[src/rtl/key_cmd_fsm_pkg.sv]
// Shared types and constants for the key command FSM: state encoding,
// BCD time limits and the default entry timeout.
package key_cmd_fsm_pkg;

  typedef enum logic [1:0] {
    ST_IDLE    = 2'd0,
    ST_LOAD    = 2'd1,
    ST_WAIT_CR = 2'd2
  } state_t;

  typedef enum logic {
    TGT_TIME  = 1'b0,
    TGT_ALARM = 1'b1
  } target_t;

  localparam int HH_MAX            = 23;
  localparam int MM_MAX            = 59;
  localparam int DIGITS            = 4;
  localparam int TO_WIDTH          = 24;
  localparam int TO_CYCLES_DEFAULT = 1000000;

  function automatic logic [6:0] bcd2bin(input logic [7:0] bcd);
    return 7'(bcd[7:4] * 4'd10 + {3'b000, bcd[3:0]});
  endfunction

endpackage

[src/rtl/key_cmd_fsm_bcd_time_check.sv]
// Combinational range check of a BCD HHMM value (00:00 .. 23:59).
module bcd_time_check
  import key_cmd_fsm_pkg::*;
(
  input  logic [15:0] hhmm,
  output logic        ok
);

  logic [6:0] hh;
  logic [6:0] mm;
  logic       digits_ok;

  always_comb begin
    hh        = bcd2bin(hhmm[15:8]);
    mm        = bcd2bin(hhmm[7:0]);
    digits_ok = (hhmm[15:12] <= 4'd9) && (hhmm[11:8] <= 4'd9) &&
                (hhmm[7:4]   <= 4'd9) && (hhmm[3:0]  <= 4'd9);
    ok        = digits_ok && (hh <= 7'(HH_MAX)) && (mm <= 7'(MM_MAX));
  end

endmodule

[src/rtl/key_cmd_fsm.sv]
// Keypad command interpreter: L/S + four BCD digits + CR loads time/alarm,
// single-key commands toggle alarm enable, pause and clock reset.
module key_cmd_fsm
  import key_cmd_fsm_pkg::*;
#(
  parameter int TO_CYCLES = TO_CYCLES_DEFAULT
) (
  input  logic        clk,
  input  logic        rst,
  input  logic        de_esc,
  input  logic        de_validAscii,
  input  logic        de_bigD,
  input  logic        de_bigE,
  input  logic        de_bigL,
  input  logic        de_bigP,
  input  logic        de_bigS,
  input  logic        de_hex,
  input  logic        de_cr,
  input  logic        de_littlep,
  input  logic        de_bigR,
  input  logic [7:0]  charData,
  output logic        ld_time,
  output logic        ld_alarm,
  output logic [15:0] ld_val,
  output logic        alarm_en,
  output logic        paused,
  output logic        clk_rst,
  output logic        cmd_err,
  output logic        busy
);

  localparam logic [TO_WIDTH-1:0] TO_LAST = TO_WIDTH'(TO_CYCLES - 1);

  state_t              state_reg, state_next;
  target_t             target_reg, target_next;
  logic [2:0]          dcnt_reg, dcnt_next;
  logic [15:0]         sr_reg, sr_next;
  logic [TO_WIDTH-1:0] to_cnt_reg, to_cnt_next;

  logic        ld_time_next, ld_alarm_next, alarm_en_next, paused_next;
  logic        clk_rst_next, cmd_err_next, busy_next;
  logic [15:0] ld_val_next;

  logic letter, digit, hex_alpha, any_strobe, timeout_hit, time_ok;
  logic load_evt, err_evt, in_load, in_wait;
  logic unused_inputs;

  // de_validAscii alone never does anything; only the digit nibble of charData matters
  assign unused_inputs = ^{de_validAscii, charData[7], charData[5:4]};

  assign letter      = de_bigD | de_bigE | de_bigL | de_bigP | de_bigS | de_littlep | de_bigR;
  assign digit       = de_hex & ~charData[6];
  assign hex_alpha   = de_hex & charData[6];
  assign any_strobe  = de_esc | de_cr | de_hex | letter;
  assign in_load     = (state_reg == ST_LOAD);
  assign in_wait     = (state_reg == ST_WAIT_CR);
  assign timeout_hit = (in_load | in_wait) & ~any_strobe & (to_cnt_reg == TO_LAST);

  bcd_time_check u_check (
    .hhmm (sr_reg),
    .ok   (time_ok)
  );

  assign load_evt = in_wait & ~de_esc & de_cr & time_ok;
  assign err_evt  = (in_load & ~de_esc & ~digit & (hex_alpha | de_cr | letter | timeout_hit)) |
                    (in_wait & ~de_esc & ((de_cr & ~time_ok) |
                                          (~de_cr & (de_hex | letter)) | timeout_hit));

  always_ff @(posedge clk or posedge rst) begin
    if (rst) begin
      state_reg  <= ST_IDLE;
      target_reg <= TGT_TIME;
      dcnt_reg   <= '0;
      sr_reg     <= '0;
      to_cnt_reg <= '0;
      ld_time    <= 1'b0;
      ld_alarm   <= 1'b0;
      ld_val     <= '0;
      alarm_en   <= 1'b0;
      paused     <= 1'b0;
      clk_rst    <= 1'b0;
      cmd_err    <= 1'b0;
      busy       <= 1'b0;
    end else begin
      state_reg  <= state_next;
      target_reg <= target_next;
      dcnt_reg   <= dcnt_next;
      sr_reg     <= sr_next;
      to_cnt_reg <= to_cnt_next;
      ld_time    <= ld_time_next;
      ld_alarm   <= ld_alarm_next;
      ld_val     <= ld_val_next;
      alarm_en   <= alarm_en_next;
      paused     <= paused_next;
      clk_rst    <= clk_rst_next;
      cmd_err    <= cmd_err_next;
      busy       <= busy_next;
    end
  end

  always_comb begin
    state_next  = state_reg;
    target_next = target_reg;
    dcnt_next   = dcnt_reg;
    sr_next     = sr_reg;
    case (state_reg)
      ST_IDLE: begin
        if (de_bigL || de_bigS) begin
          state_next  = ST_LOAD;
          target_next = de_bigL ? TGT_TIME : TGT_ALARM;
          dcnt_next   = '0;
          sr_next     = '0;
        end
      end
      ST_LOAD: begin
        if (de_esc) begin
          state_next = ST_IDLE;
        end else if (digit) begin
          // first digit typed ends up in the HH tens nibble
          sr_next   = {sr_reg[11:0], charData[3:0]};
          dcnt_next = dcnt_reg + 3'd1;
          if (dcnt_reg == 3'(DIGITS - 1)) state_next = ST_WAIT_CR;
        end else if (hex_alpha || de_cr || letter || timeout_hit) begin
          state_next = ST_IDLE;
        end
      end
      ST_WAIT_CR: begin
        if (de_esc || de_cr || de_hex || letter || timeout_hit) state_next = ST_IDLE;
      end
      default: state_next = ST_IDLE;
    endcase
    to_cnt_next = (state_next == ST_IDLE || any_strobe) ? '0 : to_cnt_reg + 1'b1;
  end

  always_comb begin
    ld_time_next  = 1'b0;
    ld_alarm_next = 1'b0;
    ld_val_next   = ld_val;
    alarm_en_next = alarm_en;
    paused_next   = paused;
    clk_rst_next  = 1'b0;
    cmd_err_next  = err_evt;
    busy_next     = (state_next != ST_IDLE);
    if (load_evt) begin
      ld_val_next = sr_reg;
      if (target_reg == TGT_TIME) ld_time_next = 1'b1;
      else                        ld_alarm_next = 1'b1;
    end
    if (state_reg == ST_IDLE) begin
      if (de_bigE)                   alarm_en_next = 1'b1;
      else if (de_bigD)              alarm_en_next = 1'b0;
      if (de_bigP || de_littlep)     paused_next   = ~paused;
      if (de_bigR)                   clk_rst_next  = 1'b1;
    end
  end

endmodule
[config.mk]
export PLATFORM = sky130hd
export DESIGN_NAME = key_cmd_fsm
export DESIGN_NICKNAME = d
export VERILOG_FILES = /design/src/rtl/key_cmd_fsm_pkg.sv /design/src/rtl/key_cmd_fsm_bcd_time_check.sv /design/src/rtl/key_cmd_fsm.sv
export SDC_FILE = /design/constraint.sdc
export NUM_CORES = 1
export LEC_CHECK = 0
export CAP_MARGIN = 20
export CORE_MARGIN = 2
export CORE_UTILIZATION = 48
export DETAILED_ROUTE_END_ITERATION = 10
export GPL_TIMING_DRIVEN = 0
export PLACE_DENSITY = 0.71
export SLEW_MARGIN = 5
export SYNTH_ARGS = -nofsm -noshare
export SYNTH_HDL_FRONTEND = slang
export SYNTH_SLANG_ARGS = --single-unit
[constraint.sdc]
create_clock -name clk -period 4.3 [get_ports clk]
set_clock_uncertainty 0.2 [all_clocks]
set_input_delay 0.43 -clock clk [delete_from_list [all_inputs] [get_ports clk]]
set_output_delay 0.43 -clock clk [all_outputs]
set_load 0.01 [all_outputs]
==> out/summary.txt <==
SYNTH
-------------------------------------------------------------------------------
Post-synth EDFFs .................................................            0
Synthesized area divided by synthesized cell count ...............    10.2 um^2
Async set or reset register ratio after synthesis ................         100%
Number of register bits inferred by synthesis ....................           69
Post-Syn Instances ...............................................          357
Unique cell type count in the Yosys netlist ......................           44
Register area share after synthesis ..............................        47.6%
Top cell type's share of synthesized area ........................        47.6%
Yosys warning total ..............................................            0
Net count after synthesis ........................................          401
Leading cell types by total area after synthesis ................. dfrtp_1, ha_1, nand2_1, mux2_4, xnor2_1
Top flip-flop cell by instance count after synthesis .............      dfrtp_1
Count leader, synth ..............................................      dfrtp_1
Yosys top cell by area ...........................................      dfrtp_1
Synth top cells by count ......................................... dfrtp_1, nand2_1, nor2_1
Area of the mapped netlist .......................................    3630 um^2

STA
-------------------------------------------------------------------------------
Setup TNS Final ..................................................         0 ns
Fmax .............................................................      266 MHz
Pins over their slew limit .......................................            0
Worst relative slew slack ........................................        45.0%
Transition time at the pin with the least slew margin ............     0.825 ns
RSZ-0062 raised after global routing .............................           no
Worst-case setup margin in the final layout ......................     0.535 ns
Post-route clock period utilization ..............................        87.6%
Time the worst path needs with I/O delays and setup ..............      3.76 ns
Setup Viol. Count Final ..........................................            0
Final worst hold slack ...........................................     0.250 ns
Final hold violation count .......................................            0

CRITICAL PATH
-------------------------------------------------------------------------------
Most frequent CP cell ............................................         ha_1
Worst path arrival time ..........................................      3.79 ns
Critical path, cell by cell ...................................... ha_1 -> ha_1 -> inv_1 -> fa_1 -> and3_1 -> o211a_1 -> maj3_2 -> o21a_1 -> or3b_1 -> buf_6 -> buf_12 -> mux2_4
Critical Path Sink Type ..........................................    flip-flop
Buffers plus inverters on the worst setup path ...................            3
WP data required .................................................      4.33 ns
Crit-path leading delay family ...................................  adder cells
Critical Path Start Type .........................................    flip-flop
Worst Setup Path Type ............................................ flip-flop to flip-flop
Maximum net fanout on the critical path ..........................           10
Crit path max-delay cell type ....................................      dfrtp_1
Biggest cell delay along the critical path .......................      0.48 ns
R2r setup slk ....................................................      0.54 ns

DIE
-------------------------------------------------------------------------------
Effective utilization at floorplan ...............................        49.7%
Die Outline Area .................................................    8270 um^2
Total I/O pin count ..............................................           44
Die Span X .......................................................      90.9 um
DIE HEIGHT .......................................................      90.9 um
Row cnt ..........................................................           31
Core ar. .........................................................    7290 um^2

FINAL LAYOUT
-------------------------------------------------------------------------------
Layout cells sized above 1 .......................................        9.47%
Number of flip-flops in the largest register .....................           24
Fill cell instance count of the final layout .....................          645
Number of nets in the final layout ...............................          451
N_diodes .........................................................            0
Growth of design area from synthesis to finish ...................        20.5%
Final std cell area, no fill .....................................    4370 um^2

ROUTE
-------------------------------------------------------------------------------
Number of DRC markers after the initial detailed-route iteration .          113
Post-detailed-route via-to-cell ratio ............................         5.17
Routed length per instance .......................................      14.1 um
Total wire length after detailed routing .........................      7.19 mm
TritonRoute pass-1 iters .........................................            4
Number of antenna-violating nets in the routed design ............            0
Post-route DRC ...................................................            0
Via count ........................................................         2643

PWR
-------------------------------------------------------------------------------
Switching share of power .........................................        32.1%
Sequential Power Share ...........................................        43.0%
Clock group share of total power .................................        32.3%
Part of the power in combinational logic .........................        24.7%
Peak supply drop .................................................   0.000219 V
Cell leakage power ...............................................      1.93 nW
Overall power of the completed layout ............................      1.86 mW
Power per unit of standard cell area .............................  426 nW/um^2
Internal power contribution ......................................      1.26 mW
Switching power of the nets ......................................     0.596 mW

GRT
-------------------------------------------------------------------------------
Antenna violations before repair .................................            0
Congestion Overflow GR ...........................................            0
Total routing resource utilization after global routing ..........        18.8%
Number of global-route vias before repair ........................         2717
Global-route wire length before repair ...........................      12.6 mm
Largest net degree at the start of global routing ................           70

CLOCK TREE
-------------------------------------------------------------------------------
Post-CTS Setup Bufs ..............................................            0
Root Buffer Master ...............................................     clkbuf_8
Number of buffers created by CTS .................................            9
Clock latency reported for the late side of the worst-skew pair ..      0.34 ns
CTS sink cnt .....................................................           69
Post-cts gate resize count .......................................            0
Hold-fix buffers, CTS ............................................            0
Number of buffers between clock root and the deepest sink ........            2
H-tree lvl count .................................................            3
TritonCTS clock tree .............................................          yes
Reg clk slew, reported paths .....................................      0.07 ns

PLACE
-------------------------------------------------------------------------------
Placed Instance Area .............................................    4140 um^2
Final Wtd Congestion .............................................        0.826
Port-buffer cells ................................................           39
Placed wire-length estimate after detailed placement .............      5.17 mm
Worst setup timing slack at the placement stage ..................     0.552 ns

RUN
-------------------------------------------------------------------------------
Max-cap violations ...............................................            0

RUN STATUS
-------------------------------------------------------------------------------
Status ...........................................................    completed

WORST HOLD PATH
-------------------------------------------------------------------------------
Min-Delay Path Class ............................................. flip-flop to flip-flop

==> routing by layer <==
layer | vias to the layer above | wire, um | global-route usage, % | part of all wire, %
met3 | 11 | 244 | 5.26 | 3.4
li1 | 1308 | - | - | -
met1 | 1287 | 3320 | 24.9 | 46
met2 | 37 | 3560 | 30.0 | 49
met4 | 0 | 69 | 6.44 | 0.96
met5 | - | 0 | 0 | 0
==> path summary, 6_finish.rpt <==
check	startpoint	to	depth (start not counted)
worst min register to register	target_reg	ld_time	1
worst max register to register	sr_reg[5]	ld_val[2]	12
min in group asynchronous	rst	to_cnt_reg[12]	2
worst max-delay path	sr_reg[5]	ld_val[2]	12
max in group asynchronous	rst	sr_reg[1]	2
worst min-delay path	target_reg	ld_time	1
==> layout by cell type (no fill, tap or decap), types with 4 or more instances in the layout <==
| cell type | instances |
|---|---|
| o21ai_0 | 26 |
| nor2_1 | 36 |
| xor2_1 | 14 |
| clkbuf_1 | 9 |
| dfrtp_1 | 69 |
| nor2b_1 | 4 |
| xnor2_1 | 16 |
| ha_1 | 19 |
| a21oi_1 | 8 |
| nand2_1 | 50 |
| clkdlybuf4s50_1 | 39 |
| inv_1 | 15 |
| nor4b_1 | 4 |
| mux2_4 | 10 |
| mux2_2 | 6 |
| fa_1 | 4 |
| nor4_1 | 4 |
| and3_1 | 6 |
| nand3_1 | 16 |
| and2_1 | 5 |
| clkbuf_8 | 11 |
==> stage by stage <==
stage / cells / utilization, %
floorplan: 357 / -
global placement: 495 / 56.8
detailed placement: 495 / 56.8
CTS: 511 / 59.9
global route: 511 / 59.9
finish: 511 / 59.9
==> power by group through the flow <==
stage | sequential [mW] | combinational, mW | clock (mW)
final | 0.800 | 0.460 | 0.600
after floorplan | 0.796 | 0.312 | 0
after detailed placement | 0.812 | 0.459 | 0
after CTS | 0.800 | 0.465 | 0.612
after global routing | 0.811 | 0.523 | 0.641
after global placement | 0.811 | 0.446 | 0
==> area by class of cell <==
type / instances / area, um^2 / share of cell area (%)
Clock inverter: 4 / 70.1 / 1.60
Multi-Input combinational cell: 262 / 1780 / 40.7
Timing Repair Buffer: 39 / 390 / 8.94
Buffer: 10 / 61.3 / 1.40
Sequential cell: 69 / 1730 / 39.5
Clock buffer: 12 / 155 / 3.55
Tap cell: 99 / 124 / 2.84
Inverter: 16 / 62.6 / 1.43
==> cell families after synthesis <==
| logic type | share of synthesized area [%] |
|---|---|
| buffers and inverters | 3.35 |
| flip-flops | 47.6 |
| AND/OR/NAND/NOR | 19.0 |
| adder cells (fa/ha/maj) | 9.08 |
| AO/OA/AOI/OAI | 7.66 |
| XOR/XNOR | 7.25 |
| multiplexers | 6.00 |
(Power assumes the default switching activity.)
